$ cat config.mk
export PLATFORM = sky130hd
export DESIGN_NAME = division_unit
export DESIGN_NICKNAME = d
export VERILOG_FILES = /design/src/rtl/division_unit.sv
export SDC_FILE = /design/constraint.sdc
export NUM_CORES = 1
export LEC_CHECK = 0
export CORE_ASPECT_RATIO = 1.1
export CORE_MARGIN = 3
export CORE_UTILIZATION = 46
export DETAILED_ROUTE_END_ITERATION = 8
export PLACE_DENSITY_LB_ADDON = 0.1
export SLEW_MARGIN = 10
export SYNTH_ARGS = -nofsm -noshare
export SYNTH_HDL_FRONTEND = slang
export SYNTH_SLANG_ARGS = --single-unit
$ cat constraint.sdc
create_clock -name clk_i -period 4.1 [get_ports clk_i]
set_input_delay 0.41 -clock clk_i [delete_from_list [all_inputs] [get_ports clk_i]]
set_output_delay 0.41 -clock clk_i [all_outputs]
set_load 0.01 [all_outputs]
$ cat src/rtl/division_unit.sv
// division_unit: RV32M iterative divider (DIV, DIVU, REM, REMU).
// Radix-2 restoring core on operand magnitudes, sign fix-up in a final
// registered stage. One operation in flight; idle_o flags acceptance.
// Optional feature macro: DIV_EARLY_EXIT_EN (divide-by-zero and signed
// overflow skip the iterative phase and finish two enabled edges after accept).

package division_unit_pkg;
   typedef enum logic [1:0] {
      DIV  = 2'b00,
      DIVU = 2'b01,
      REM  = 2'b10,
      REMU = 2'b11
   } div_operation_t;
endpackage

module division_unit
   import division_unit_pkg::*;
#(
   parameter int unsigned DATA_WIDTH = 32
) (
   input  logic                  clk_i,
   input  logic                  rst_i,
   input  logic                  clk_en_i,
   input  logic [DATA_WIDTH-1:0] dividend_i,
   input  logic [DATA_WIDTH-1:0] divisor_i,
   input  logic                  data_valid_i,
   input  div_operation_t        operation_i,
   output logic [DATA_WIDTH-1:0] result_o,
   output logic                  data_valid_o,
   output logic                  idle_o
);

   localparam int unsigned CNT_W = $clog2(DATA_WIDTH);

   typedef enum logic [1:0] {
      S_IDLE,
      S_DIVIDE,
      S_FINALIZE
   } state_t;

   state_t                  state_q, state_d;
   logic [CNT_W-1:0]        cnt_q;
   logic [DATA_WIDTH-1:0]   quo_q;
   logic [DATA_WIDTH-1:0]   rem_q;
   logic [DATA_WIDTH-1:0]   dvsr_q;
   logic                    q_sign_q, r_sign_q, rem_op_q, div_zero_q;

   logic                    is_signed, sign_a, sign_b;
   logic [DATA_WIDTH-1:0]   abs_a, abs_b;
   logic                    div_zero_in, early_exit, last_step;
   logic [DATA_WIDTH:0]     rem_shift;
   logic                    rem_ge;
   logic [DATA_WIDTH-1:0]   rem_next;
   logic [DATA_WIDTH-1:0]   quo_fix, rem_fix;

   // Operand decode at accept: signs only matter for DIV/REM
   always_comb begin
      is_signed   = (operation_i == DIV) || (operation_i == REM);
      sign_a      = is_signed & dividend_i[DATA_WIDTH-1];
      sign_b      = is_signed & divisor_i[DATA_WIDTH-1];
      abs_a       = sign_a ? ('0 - dividend_i) : dividend_i;
      abs_b       = sign_b ? ('0 - divisor_i) : divisor_i;
      div_zero_in = (divisor_i == '0);
   end

`ifdef DIV_EARLY_EXIT_EN
   logic ovf_in;
   // Special cases whose results are known without iterating
   always_comb begin
      ovf_in     = is_signed && (dividend_i == {1'b1, {(DATA_WIDTH-1){1'b0}}})
                   && (divisor_i == '1);
      early_exit = div_zero_in | ovf_in;
   end
`else
   // Every operation traverses the iterative phase
   always_comb begin
      early_exit = 1'b0;
   end
`endif

   // One restoring step: shift in next dividend bit, subtract when it fits.
   // The shifted remainder needs DATA_WIDTH+1 bits, but the stored remainder
   // always fits in DATA_WIDTH bits after the conditional subtract.
   always_comb begin
      last_step = (cnt_q == CNT_W'(DATA_WIDTH - 1));
      rem_shift = {rem_q, quo_q[DATA_WIDTH-1]};
      rem_ge    = (rem_shift >= {1'b0, dvsr_q});
      rem_next  = rem_ge ? (rem_shift[DATA_WIDTH-1:0] - dvsr_q)
                         : rem_shift[DATA_WIDTH-1:0];
      quo_fix   = q_sign_q ? ('0 - quo_q) : quo_q;
      rem_fix   = r_sign_q ? ('0 - rem_q) : rem_q;
   end

   // State register, frozen while the clock enable is low
   always_ff @(posedge clk_i or posedge rst_i) begin
      if (rst_i) begin
         state_q <= S_IDLE;
      end else if (clk_en_i) begin
         state_q <= state_d;
      end
   end

   // Next-state logic
   always_comb begin
      state_d = state_q;
      case (state_q)
         S_IDLE:     if (data_valid_i) state_d = early_exit ? S_FINALIZE : S_DIVIDE;
         S_DIVIDE:   if (last_step) state_d = S_FINALIZE;
         S_FINALIZE: state_d = S_IDLE;
         default:    state_d = S_IDLE;
      endcase
   end

   // Datapath: operand capture, iteration, sign fix-up and result register.
   // Divide-by-zero leaves the remainder equal to |dividend| (restoring always
   // subtracts zero), so the normal remainder sign fix-up restores the dividend;
   // only the quotient needs forcing to all ones. Signed overflow falls out of
   // the magnitude path (|a|/1 with equal signs gives -2^(N-1), remainder 0).
   always_ff @(posedge clk_i or posedge rst_i) begin
      if (rst_i) begin
         cnt_q        <= '0;
         quo_q        <= '0;
         rem_q        <= '0;
         dvsr_q       <= '0;
         q_sign_q     <= 1'b0;
         r_sign_q     <= 1'b0;
         rem_op_q     <= 1'b0;
         div_zero_q   <= 1'b0;
         result_o     <= '0;
         data_valid_o <= 1'b0;
      end else if (clk_en_i) begin
         data_valid_o <= (state_q == S_FINALIZE);
         case (state_q)
            S_IDLE: begin
               if (data_valid_i) begin
                  dvsr_q     <= abs_b;
                  q_sign_q   <= sign_a ^ sign_b;
                  r_sign_q   <= sign_a;
                  rem_op_q   <= (operation_i == REM) || (operation_i == REMU);
                  div_zero_q <= div_zero_in;
                  cnt_q      <= '0;
                  quo_q      <= (early_exit && div_zero_in) ? '1 : abs_a;
                  rem_q      <= (early_exit && div_zero_in) ? abs_a : '0;
               end
            end
            S_DIVIDE: begin
               rem_q <= rem_next;
               quo_q <= {quo_q[DATA_WIDTH-2:0], rem_ge};
               cnt_q <= cnt_q + 1'b1;
            end
            S_FINALIZE: begin
               result_o <= rem_op_q ? rem_fix : (div_zero_q ? '1 : quo_fix);
            end
            default: ;
         endcase
      end
   end

   assign idle_o = (state_q == S_IDLE);

endmodule

# --- Word-level counts from Yosys, hierarchy flattened ---
# Index checks and enable logic that the tools add are counted.
classes:
  n_addsub: 6
  order_cmp: 1
  eq_ne: 7
  muxes: 16
  bitwise_logic: 3
  n_reduce_logical: 10
op_table:
  columns: ["cell", "count"]
  rows:
  - ["$mux 32", 9]
  - ["$pmux 32 s2", 2]
  - ["$sub 1x32->32 const A", 4]
  - ["$ge 33x32->1", 1]
  - ["$logic_not 32->1", 1]
  - ["$sub 32x32->32", 1]
  - ["$pmux 5 s2", 1]
  - ["$reduce_and 3->1", 3]
  - ["$eq 2x2->1 const B", 3]
  - ["$add 5x1->5 const B", 1]
  - ["$eq 5x5->1 const B", 1]
  - ["$mux 5", 1]
  - ["$logic_not 2->1", 2]
  - ["$mux 2", 2]
  - ["$ne 2x2->1 const B", 2]
  - ["$pmux 2 s2", 1]
  - ["$and 1x1->1", 2]
  - ["$eq 2x1->1 const B", 1]
  - ["$logic_or 1x1->1", 2]
  - ["$reduce_and 2->1", 1]
  - ["$reduce_bool 2->1", 1]
  - ["$xor 1x1->1", 1]
word_totals:
  ff_bits: 140
  in_bits: 70

# --- Depth between registers and ports, before layout ---
logic_depth:
  ltp_word: 6
  ltp_mapped: 13

# --- Least setup slack after synthesis ---
# Ideal clock, no wire load.
synth_path:
  kind: "register -> register"
  start: "register rem_q[0]"
  end: "register rem_q[1]"
  setup_time_ns: 0.134
  t_arrival_ns: 2.870
  required_ns: 3.966
  setup_slack_ns: 1.095
  path_stages_with_launch: 12
  n_path_buf: 2
  synth_period_minus_slack_ns: 3.005
  cell_sequence: "dfrtp_1 ha_1 nor2b_1 o31a_1 a2111o_1 nand4_1 and3_1 o311a_1 clkbuf_1 clkbuf_1 mux2i_1 o22ai_1"
synth_between:
  elab_chain_len: 3
  elab_cells_between_ends: 4
synth_lines:
  columns: ["item", "line_no", "rtl"]
  rows:
  - ["start: declaration", "44", "logic [DATA_WIDTH-1:0] rem_q;"]
  - ["start signal: assignment", "143", "rem_q <= (early_exit && div_zero_in) ? abs_a : '0;"]
  - ["start signal: assignment", "147", "rem_q <= rem_next;"]
  - ["$sub 32x32->32 / $ge 33x32->1 (equally long branches)", "88, 87", null]
  - ["$mux 32 *", "88", "rem_next = rem_ge ? (rem_shift[DATA_WIDTH-1:0] - dvsr_q)"]
  - ["$pmux 32 s2 *", "133", "case (state_q)"]
# Mark *: on every way between the ends. The rest lies on a longest branch, timed or not.
# A chain may end at the register's enable or synchronous reset.

# --- Worst setup path after layout ---
layout_path:
  start: "register rem_q[0]"
  end: "register rem_q[3]"
# Same word-level chain as after synthesis.

==> reports/metrics.cfg <==
[timing]
period_needed_ps = 3350
fin_tns_setup_ps = 0
fmax_mhz = 299
rsz0062_at_grt = false
worst_pin_slew_ps = 1090
fin_crit_sh_pct = 81.7
fin_skew_ps = 9.94
final_max_slew_viol_count = 0
slew_headroom_pct = 26.9
hold_violations = 0
finalSetupViolCount = 0
fin_hold_ws_ps = 476

[synthesis]
ys.flop_type = dfrtp_1
synth_edf_count = 0
synthArstFlopShare_pct = 100
ys_types = 63
syn_inst = 1189
yosysSeqAreaShare_pct = 35.0
synth.avg_cell_area_um2 = 8.42
yosys_warnings = 0
syn-num-nets = 1298
syn_area_um2 = 10000
ys_ff_latch = 140

[drt]
vias_per_cell = 5.74
wire_per_inst_um = 17.4
drtAntennaViolNets = 0
first_pass_iters = 5
via_count = 8928
wirelength_mm = 27.0
drtIter0Drc = 563
drc = 0

[placed_design]
place.gp.congestion = 0.876
placement.io_buffers = 103
hpwl_mm = 20.1
dp_cells = 1526

[clock_network]
clock_sinks = 140
hold_buffers = 0
clockRootBuffer = clkbuf_16
cts_buffers = 17
cts.path.max_buffers = 2
cts_tree = built
post_cts_resize_count = 0
htree_levels = 4
clock_latency_ps = 430
post_cts_buffers = 0
cts.clk_slew.worst_paths_ps = 60

[cells_and_area]
antenna_cells = 0
drive_gt1_share_pct = 4.88
layout.core_utilization_pct = 56.6
fillers = 1989
fin_cells = 1556
area_growth_pct = 18.7
finalNetCount = 1369

[grt]
grt_max_degree = 141
grt_usage_pct = 23.0
grt_pass1_wl_mm = 44.6
grt_antenna_before_repair = 0
grt_pass1_vias = 8664
overflow = 0

[floorplanning]
num_rows = 55
core_area_um2 = 21000
start_util_pct = 47.7
dieArea_um2 = 23600
io_pins = 104
die_w_um = 147
die_height_um = 161

[job]
max_cap_violations = 0

[hold_path]
hold_path_class = register to register

[setup_path]
cp-end-kind = register
startpoint_type = register
cp_max_fo = 28
cp.arrival_ps = 3610
cp.required_ps = 4360
critPathKind = register to register

[pwr]
vdd_drop_max_v = 0.000343
p_leak_nw = 5.11
power_mw = 9.47
powerDensity_nw_per_um2 = 797

[run_status]
outcome = complete, no violations

==> final timing paths <==
check | start | endpoint | slack [ps] | cells after the start
worst max-delay path | rem_q[0]$_DFFE_PP0P_ | rem_q[3]$_DFFE_PP0P_ | 750 | 10
worst min-delay path | dvsr_q[7]$_DFFE_PP0P_ | dvsr_q[7]$_DFFE_PP0P_ | 480 | 2
worst max register to register | rem_q[0]$_DFFE_PP0P_ | rem_q[3]$_DFFE_PP0P_ | 750 | 10
worst min register to register | dvsr_q[7]$_DFFE_PP0P_ | dvsr_q[7]$_DFFE_PP0P_ | 480 | 2
max in group asynchronous | rst_i | q_sign_q$_DFFE_PP0P_ | 2990 | 3
min in group asynchronous | rst_i | result_o[10]$_DFFE_PP0P_ | 550 | 3
==> layer usage <==
layer / wire (um) / track usage, % / part of all wire [%]
met2: 12900 / 38.4 / 48
met1: 12300 / 30.5 / 45
met3: 1300 / 4.03 / 4.8
met5: 0 / 0 / 0
met4: 604 / 7.01 / 2.2
==> layout by cell type (no fill, tap or decap), types with 5 or more instances in the layout <==
| master | Yosys | layout |
|---|---|---|
| o21ai_0 | 157 | 156 |
| dfrtp_1 | 140 | 140 |
| nand2_1 | 125 | 125 |
| clkdlybuf4s50_1 | 0 | 103 |
| xor2_1 | 100 | 100 |
| a21oi_1 | 69 | 69 |
| nor2_1 | 68 | 68 |
| inv_1 | 61 | 60 |
| xnor2_1 | 46 | 46 |
| ha_1 | 38 | 38 |
| o31ai_1 | 32 | 32 |
| a21o_1 | 31 | 31 |
| a221oi_1 | 27 | 27 |
| a22oi_1 | 24 | 24 |
| clkbuf_16 | 0 | 17 |
| or3_1 | 15 | 15 |
| nor3_1 | 14 | 14 |
| o22ai_1 | 13 | 13 |
| a32oi_1 | 12 | 12 |
| o41ai_1 | 11 | 11 |
| or4_1 | 11 | 11 |
| nor2b_1 | 10 | 10 |
| nand2b_1 | 10 | 10 |
| nor4_1 | 10 | 10 |
| mux2i_1 | 10 | 10 |
| nand3_1 | 11 | 9 |
| and3_1 | 8 | 8 |
| a31oi_1 | 8 | 8 |
| buf_4 | 0 | 8 |
| or2_2 | 7 | 7 |
| nand4_1 | 6 | 6 |
| o21bai_1 | 5 | 5 |
| clkinv_2 | 0 | 5 |
==> per-stage QoR <==
stage	cell area, um^2	setup slack [ps]
finish	11900	751
global route	11900	557
global placement	11300	522
CTS	11900	746
detailed placement	11300	549
floorplan	10000	1100
==> logic make-up after synthesis <==
group	count (synthesis)	synth area share, %
and+or+nand+nor	316	15.2
muxes	11	1.11
DFF	140	35.0
adders and majority gates	39	4.95
AOI/OAI and AO/OA	415	26.4
buffers and inverters	122	4.61
xor gates and xnor gates	146	12.8
==> state kept, by name, summed over array words and instances (netlist names) <==
register,cells
cnt_q,5
div_zero_q,1
rem_q,32
q_sign_q,1
r_sign_q,1
state_q,2
result_o,32
data_valid_o,1
rem_op_q,1
quo_q,32
dvsr_q,32
==> layout make-up <==
type	count	area [um^2]	area share, %
clock inverter	12	149	1.25
sequential	140	3500	29.5
tap	285	357	3.00
multi-input combinational	927	6070	51.1
inverter	61	233	1.96
timing repair buffer	113	1130	9.52
clock buffer	18	439	3.70
==> worst max-delay path: stages, from the launching register on <==
cell and delay [ps]:
dfrtp_1 460, ha_1 310, nor2b_1 140, o31a_1 290
a2111o_1 510, nand4_1 100, and3_1 220, o311a_2 580
buf_12 250, mux2i_1 190, o21ai_0 90
==> where the power goes <==
group	leakage [nW]	switching [mW]	internal, mW	total, mW
sequential	1.80	0.783	1.90	2.68
combinational	3.02	3.00	2.23	5.23
clock	0.291	0.600	0.961	1.56
==> cell usage after synthesis, drive strengths merged, types with 8 or more instances <==
| master | instances | share of area [%] |
|---|---|---|
| xnor2 | 46 | 4.0 |
| nor2 | 68 | 2.5 |
| o31ai | 33 | 2.5 |
| o41ai | 12 | 1.2 |
| or4 | 12 | 0.94 |
| inv | 61 | 2.3 |
| mux2i | 10 | 1.0 |
| ha | 38 | 4.8 |
| nor2b | 10 | 0.63 |
| nand2b | 10 | 0.63 |
| a221oi | 27 | 2.4 |
| nor4 | 11 | 0.75 |
| a21o | 31 | 2.3 |
| a31oi | 8 | 0.50 |
| and3 | 8 | 0.50 |
| o22ai | 13 | 0.81 |
| a21oi | 69 | 3.4 |
| or3 | 17 | 1.2 |
| xor2 | 100 | 8.8 |
| a22oi | 24 | 1.8 |
| nor3 | 14 | 0.70 |
| or2 | 9 | 0.56 |
| a32oi | 12 | 1.0 |
| o21ai | 157 | 7.8 |
| dfrtp | 140 | 35 |
| clkbuf | 56 | 2.1 |
| nand2 | 125 | 4.7 |
| nand3 | 11 | 0.55 |
Note: power is estimated with default switching activity, not from simulation.
